--- src/rtl/slice_pack_pkg.sv ---
// Shared types and default geometry for the word-to-wide-word packer.
package slice_pack_pkg;

  typedef enum logic {
    FILL = 1'b0,
    HOLD = 1'b1
  } pack_state_t;

  localparam int WIDE_WIDTH_DEF = 320;
  localparam int WORD_WIDTH_DEF = 32;
  localparam int NUM_WORDS      = WIDE_WIDTH_DEF / WORD_WIDTH_DEF;
  localparam int IDX_W          = $clog2(NUM_WORDS);

  // The wide word must split into a whole number of slices, at least two of them.
  function automatic bit geometry_ok(input int wide, input int word);
    return (word > 0) && (wide % word == 0) && (wide / word >= 2);
  endfunction

endpackage

--- src/rtl/slice_pack.sv ---
// Packs a stream of WORD_WIDTH-bit words into one WIDE_WIDTH-bit word.
// Word k lands in bits [WORD_WIDTH*k +: WORD_WIDTH]; unwritten slices read as zero.
module slice_pack
  import slice_pack_pkg::*;
#(
  parameter int  WIDE_WIDTH = WIDE_WIDTH_DEF,
  parameter int  WORD_WIDTH = WORD_WIDTH_DEF,
  localparam int N_SLICES   = WIDE_WIDTH / WORD_WIDTH,
  localparam int SIW        = $clog2(N_SLICES)
) (
  input  logic                  clk,
  input  logic                  reset,
  input  logic                  in_valid,
  output logic                  in_ready,
  input  logic [WORD_WIDTH-1:0] in_word,
  input  logic                  in_last,
  output logic                  out_valid,
  input  logic                  out_ready,
  output logic [WIDE_WIDTH-1:0] out_data,
  output logic [SIW:0]          out_count
);

  if (!geometry_ok(WIDE_WIDTH, WORD_WIDTH)) begin : g_bad_geometry
    $error("slice_pack: WIDE_WIDTH must be a multiple of WORD_WIDTH with at least two slices");
  end

  pack_state_t           state_q, state_d;
  logic [SIW-1:0]        idx_q, idx_d;
  logic [WIDE_WIDTH-1:0] buf_q, buf_d;
  logic [SIW:0]          count_q, count_d;

  // Next-state logic: fill slices on input handshakes, release on output handshake.
  always_comb begin
    // NOTE: every target gets a default before any branch, so no path leaves a
    // signal unassigned and no latch is inferred; blocking '=' is right here.
    state_d   = state_q;
    idx_d     = idx_q;
    buf_d     = buf_q;
    count_d   = count_q;
    in_ready  = (state_q == FILL);
    out_valid = (state_q == HOLD);

    case (state_q)
      FILL: begin
        if (in_valid) begin
          for (int k = 0; k < N_SLICES; k++) begin
            if (idx_q == SIW'(k)) buf_d[k*WORD_WIDTH +: WORD_WIDTH] = in_word;
          end
          if (in_last || idx_q == SIW'(N_SLICES - 1)) begin
            state_d = HOLD;
            count_d = (SIW+1)'(idx_q) + (SIW+1)'(1);
            idx_d   = '0;
          end else begin
            idx_d   = idx_q + SIW'(1);
          end
        end
      end
      HOLD: begin
        if (out_ready) begin
          state_d = FILL;
          buf_d   = '0;
          count_d = '0;
        end
      end
      default: state_d = FILL;
    endcase
  end

  // State register: FSM, slice index, assembly buffer and word count.
  always_ff @(posedge clk or posedge reset) begin
    if (reset) begin
      state_q <= FILL;
      idx_q   <= '0;
      // NOTE: the buffer is a plain register, not a RAM, and must be reset:
      // zero padding of short packets relies on it starting cleared.
      buf_q   <= '0;
      count_q <= '0;
    end else begin
      // NOTE: non-blocking '<=' so every flop samples the pre-edge values.
      state_q <= state_d;
      idx_q   <= idx_d;
      buf_q   <= buf_d;
      count_q <= count_d;
    end
  end

  assign out_data  = buf_q;
  assign out_count = count_q;

endmodule

--- config.mk ---
export PLATFORM = sky130hd
export DESIGN_NAME = slice_pack
export DESIGN_NICKNAME = d
export VERILOG_FILES = /design/src/rtl/slice_pack_pkg.sv /design/src/rtl/slice_pack.sv
export SDC_FILE = /design/constraint.sdc
export NUM_CORES = 1
export LEC_CHECK = 0
export CAP_MARGIN = 0
export CORE_ASPECT_RATIO = 1.1
export CORE_MARGIN = 5
export CORE_UTILIZATION = 30
export DETAILED_ROUTE_END_ITERATION = 16
export PLACE_DENSITY_LB_ADDON = 0.15
export SYNTH_ARGS = -nofsm -noshare
export SYNTH_HDL_FRONTEND = slang
export SYNTH_SLANG_ARGS = --single-unit
--- constraint.sdc ---
create_clock -name clk -period 15.65 [get_ports clk]
set_input_delay 4.695 -clock clk [delete_from_list [all_inputs] [get_ports clk]]
set_output_delay 4.695 -clock clk [all_outputs]
set_load 0.01 [all_outputs]
; Yosys cells after proc, flatten, opt, wreduce, memory -nomap -nowiden
; Cells that the tools add are included.
[op_classes]
muxes = 22
n_reduce_logical = 14
n_shift = 0
n_addsub = 2
multipliers = 0
bitwise = 1
n_eq_ne = 22
div = 0
n_lt_le_gt_ge = 0
[ops]
columns = op, count
row1 = $mux W320, 2
row2 = $pmux W320 S2, 1
row3 = $mux W32, 10
row4 = $reduce_and A3 Y1, 11
row5 = $ne A2 B1 Y1 const B, 11
row6 = $eq A4 B3 Y1 const B, 4
row7 = $mux W5, 3
row8 = $pmux W5 S2, 1
row9 = $eq A4 B2 Y1 const B, 2
row10 = $eq A4 B4 Y1 const B, 2
row11 = $add A4 B1 Y5 const B, 1
row12 = $add A4 B1 Y4 const B, 1
row13 = $eq A4 B1 Y1 const B, 1
row14 = $logic_not A4 Y1, 1
row15 = $mux W4, 1
row16 = $ne A2 B2 Y1 const B, 2
row17 = $mux W1, 3
row18 = $pmux W1 S2, 1
row19 = $reduce_and A2 Y1, 1
row20 = $logic_or A1 B1 Y1, 1
row21 = $not A1 Y1, 1
[word_totals]
inputBits = 37
memories = 0
ramBits = 0
reg_bits = 330
word_cells = 74
latchBits = 0
romBits = 0

; Logic depth before layout (Yosys ltp)
[logic_depth]
depth_word = 5
depth_mapped = 7
ltp_nobuf = 5

; Worst setup path before layout
; OpenSTA, ideal clock, no wires.
[synth_timing]
path_type = input to register
from = in in_valid
to = reg buf_q[32], in the netlist out_data[32]
setup_time_ns = 0.125
path_buffers = 1
t_arrival_ns = 5.620
path_slack_ns = 9.905
stages = 4
required_time_ns = 15.525
cell_sequence = and2b_4 a41o_4 buf_8 mux2_4
[synth_via]
elab_chain_len = 2
[synth_rtl]
columns = item, line
row1 = from (decl), slice_pack.sv:13  ; input logic in_valid,
row2 = $ne A2 B2 Y1 (no line), --
row3 = $reduce_and A3 Y1 (no line), --
row4 = to (signal assigned), slice_pack.sv:82  ; buf_q <= buf_d;
row5 = to (decl), slice_pack.sv:29  ; logic [WIDE_WIDTH-1:0] buf_q, buf_d;
; No other way between the ends.
; A chain may end at the register's enable or synchronous reset.

==> run_summary.xml <==
<?xml version="1.0" encoding="UTF-8"?>
<metrics>
  <group name="status">
    <metric name="status" unit="">complete, no violations</metric>
  </group>
  <group name="sta">
    <metric name="final_max_slew_viol_count" unit="">0</metric>
    <metric name="clock-skew-final" unit="ns">0.0151</metric>
    <metric name="report.final.hold_viol_count" unit="">0</metric>
    <metric name="final.hold.worst_slack" unit="ns">0.486</metric>
    <metric name="setup-violations-final" unit="">0</metric>
    <metric name="transition_at_the_pin_with_the_smallest_max_transition_slack" unit="ns">0.995</metric>
    <metric name="setup_slack" unit="ns">8.63</metric>
    <metric name="total_negative_setup_slacks" unit="ns">0</metric>
    <metric name="post-route-period-util" unit="%">44.9</metric>
    <metric name="finalWorstPathRequiredPeriod" unit="ns">7.02</metric>
    <metric name="grt_setup_unrepaired" unit="">no</metric>
    <metric name="timing.fmax" unit="MHz">142</metric>
    <metric name="slew-limit-headroom" unit="%">33.7</metric>
  </group>
  <group name="die">
    <metric name="io_pins" unit="">364</metric>
    <metric name="fp-row-count" unit="">81</metric>
    <metric name="core_area" unit="um2">44500</metric>
    <metric name="die_w" unit="um">212</metric>
    <metric name="die-area" unit="um2">49200</metric>
    <metric name="die_h" unit="um">232</metric>
    <metric name="start_util" unit="%">30.3</metric>
  </group>
  <group name="logic_synthesis">
    <metric name="synth_top_flop_cell" unit="">sky130_fd_sc_hd__dfrtp_1</metric>
    <metric name="number_of_cells_produced_by_synthesis" unit="">920</metric>
    <metric name="synth_enable_flop_cells" unit="">0</metric>
    <metric name="mean_instance_size_in_the_synthesized_netlist" unit="um2">14.6</metric>
    <metric name="synth_seq_area_share" unit="%">61.3</metric>
    <metric name="synth_area_leaders" unit="">sky130_fd_sc_hd__dfrtp_1 61%, sky130_fd_sc_hd__mux2_2 14%, sky130_fd_sc_hd__mux2i_1 7.3%</metric>
    <metric name="synth_largest_type_area_fraction" unit="%">61.3</metric>
    <metric name="synth_area" unit="um2">13500</metric>
    <metric name="synth_top_cells_by_count" unit="">330 x sky130_fd_sc_hd__dfrtp_1, 173 x sky130_fd_sc_hd__mux2_2, 132 x sky130_fd_sc_hd__nand2_1</metric>
    <metric name="mapped_nets" unit="">961</metric>
    <metric name="synth_largest_area_cell" unit="">sky130_fd_sc_hd__dfrtp_1</metric>
    <metric name="synth-async-reset-ratio" unit="%">100</metric>
    <metric name="synthMostInstantiatedCell" unit="">sky130_fd_sc_hd__dfrtp_1</metric>
    <metric name="post_synth_num_cell_types" unit="">40</metric>
    <metric name="yosys_warnings" unit="">0</metric>
    <metric name="synth.ff_latch_count" unit="">330</metric>
  </group>
  <group name="drt">
    <metric name="drt_first_iter_violations" unit="">401</metric>
    <metric name="finalWirelength" unit="mm">42.2</metric>
    <metric name="vias" unit="">8653</metric>
    <metric name="final_antenna_net_count" unit="">0</metric>
    <metric name="drt-vias-per-instance" unit="">4.58</metric>
    <metric name="drt-wirelength-per-cell" unit="um">22.3</metric>
    <metric name="detailedRoute.firstPassIterationCount" unit="">4</metric>
    <metric name="detail_route.drc_violations" unit="">0</metric>
  </group>
  <group name="placed_design">
    <metric name="port-buffer-count" unit="">363</metric>
    <metric name="pre_cts_slack" unit="ns">7.92</metric>
    <metric name="hpwlAfterDp" unit="mm">29.5</metric>
    <metric name="globalplace.congestion" unit="">0.752</metric>
  </group>
  <group name="global_routing">
    <metric name="antenna_found_initial" unit="">1</metric>
    <metric name="grt_start_max_net_pins" unit="">149</metric>
    <metric name="globalRoute.totalOverflow" unit="">0</metric>
    <metric name="grt_usage" unit="%">16.7</metric>
    <metric name="wire_length_of_the_first_global_routing_pass" unit="mm">62.3</metric>
    <metric name="grt_pass1_vias" unit="">9068</metric>
  </group>
  <group name="power">
    <metric name="leakagePower" unit="nW">8.83</metric>
    <metric name="power.density_cell_area" unit="nW/um2">186</metric>
    <metric name="vdd_ir_drop_max" unit="uV">104</metric>
  </group>
  <group name="setup_path">
    <metric name="critPathArrivalTime" unit="ns">7.53</metric>
    <metric name="setup.reg_to_reg.worst_slack" unit="ns">12.50</metric>
    <metric name="rr_worst_depth" unit="">6</metric>
    <metric name="critical_path.reg2reg.endpoint" unit="">out_data[210]</metric>
    <metric name="critical-path-max-stage-delay" unit="ns">0.83</metric>
    <metric name="worstPathCellList" unit="">clkdlybuf4s50_1 -&gt; inv_8 -&gt; buf_12 -&gt; buf_4</metric>
    <metric name="timing.critical_path.to_type" unit="">async pin</metric>
    <metric name="start_kind" unit="">input port</metric>
    <metric name="critical_path_start_end_classification" unit="">in -&gt; async</metric>
    <metric name="startpoint" unit="">reset</metric>
    <metric name="rr_startpoint" unit="">out_valid</metric>
    <metric name="cp_data_required_time" unit="ns">16.16</metric>
    <metric name="highest_net_fanout_along_the_worst_path" unit="">148</metric>
    <metric name="worst_path_max_delay_cell" unit="">sky130_fd_sc_hd__buf_4</metric>
  </group>
  <group name="clock_network">
    <metric name="postCtsSetupRepairBufs" unit="">0</metric>
    <metric name="tritoncts_buffers" unit="">38</metric>
    <metric name="clkSinkCount" unit="">330</metric>
    <metric name="cts_hold_buf" unit="">0</metric>
    <metric name="buffer_type_at_the_clock_tree_root" unit="">sky130_fd_sc_hd__clkbuf_16</metric>
    <metric name="clock_path_buffers" unit="">3</metric>
    <metric name="cts_htree_levels" unit="">2</metric>
    <metric name="post_cts_gate_resize_count" unit="">0</metric>
    <metric name="worst_setup_hold_path_clk_slew" unit="ns">0.06</metric>
    <metric name="clock_tree_from_tritoncts" unit="">done</metric>
    <metric name="later_pin_clock_latency_in_the_skew_report" unit="ns">0.53</metric>
  </group>
  <group name="cells_and_area">
    <metric name="antenna-diode-count" unit="">0</metric>
    <metric name="flow.area_growth_from_synthesis" unit="%">39.4</metric>
    <metric name="nNetsFinal" unit="">1325</metric>
    <metric name="drive_above_1_share" unit="%">22.5</metric>
  </group>
  <group name="min_path">
    <metric name="hold_end" unit="">out_data[73]</metric>
    <metric name="worst_hold_path_type" unit="">reg -&gt; reg</metric>
    <metric name="hold_wc_startpoint" unit="">out_data[73]</metric>
    <metric name="min_path_cells" unit="">1</metric>
  </group>
  <group name="flow_run">
    <metric name="max_cap_violations" unit="">0</metric>
  </group>
</metrics>
==> flip-flops by register name (all words and copies together) (netlist names) <==
| name | cells |
|---|---|
| idx_q | 4 |
| out_count | 5 |
| out_data | 320 |
| out_valid | 1 |
==> layout make-up <==
| type | instances | area [um2] |
|---|---|---|
| clock buffers | 59 | 1160 |
| clock inverters | 7 | 63.8 |
| fillers | 4174 | 25700 |
| inverters | 7 | 33.8 |
| multi-input cells | 532 | 4800 |
| flip-flops and latches | 330 | 8260 |
| well taps | 581 | 727 |
| repair buffers | 375 | 3740 |
==> logic make-up after synthesis <==
logic type      Yosys count  synth area share [%]
flops                   330                  61.3
buf+inv                  58                  3.20
mux                     327                  27.3
xor+xnor                  1                0.0650
compound gates           15                  1.38
fa+ha+maj                 4                 0.372
simple gates            185                  6.41
==> worst max-delay path, delay by kind of cell <==
kind / cells / cell delay, ns
buffers and inverters: 4 / 2.42
==> routing by layer <==
layer | track usage, % | vias to the layer above | routed length [um]
li1 | - | 3889 | -
met1 | 22.1 | 4445 | 18100
met2 | 26.7 | 260 | 19900
met3 | 5.30 | 59 | 3340
met4 | 4.35 | 0 | 980
met5 | 0 | - | 0
==> power breakdown <==
part | switching (mW) | internal (mW)
Sequential | 0.172 | 1.14
Clock | 0.350 | 0.525
Combinational | 0.556 | 0.758
==> worst max path at each step <==
stage | end | slack (ns)
4_1_cts | out_data[231] | 8.47
3_5_place_dp | out_data[231] | 7.92
3_3_place_gp | out_data[167] | 7.93
6_report | out_data[231] | 8.63
2_1_floorplan | idx_q[0] | 1.82
5_1_grt | out_data[135] | 8.13
==> layout by cell type, fill, tap and decap left out, types with 2 or more instances in the layout <==
master and instances:
sky130_fd_sc_hd__mux2_2 173, sky130_fd_sc_hd__clkdlybuf4s50_1 363, sky130_fd_sc_hd__clkbuf_16 39, sky130_fd_sc_hd__inv_1 5
sky130_fd_sc_hd__mux2_1 26, sky130_fd_sc_hd__a31oi_4 2, sky130_fd_sc_hd__nor2b_1 24, sky130_fd_sc_hd__o21ai_4 2
sky130_fd_sc_hd__ha_1 4, sky130_fd_sc_hd__a32o_1 2, sky130_fd_sc_hd__nor2b_2 2, sky130_fd_sc_hd__nand2_2 3
sky130_fd_sc_hd__and2b_1 7, sky130_fd_sc_hd__mux2i_1 98, sky130_fd_sc_hd__o21ai_0 4, sky130_fd_sc_hd__dfrtp_1 329
sky130_fd_sc_hd__nor2_1 6, sky130_fd_sc_hd__mux2_4 30, sky130_fd_sc_hd__clkinv_2 5, sky130_fd_sc_hd__nand3_1 2
sky130_fd_sc_hd__clkbuf_8 11, sky130_fd_sc_hd__clkbuf_1 9, sky130_fd_sc_hd__nand2_1 131, sky130_fd_sc_hd__buf_4 11
==> per-stage QoR <==
stage	util [%]	cell area, um2	power, mW	instances
2_1_floorplan	-	13500	1.89	920
3_3_place_gp	39.5	17600	2.66	1825
3_5_place_dp	39.5	17600	2.66	1825
4_1_cts	42.2	18800	3.57	1891
5_1_grt	42.2	18800	3.69	1891
6_report	42.2	18800	3.50	1891
Note: power is estimated with default switching activity, not from simulation.
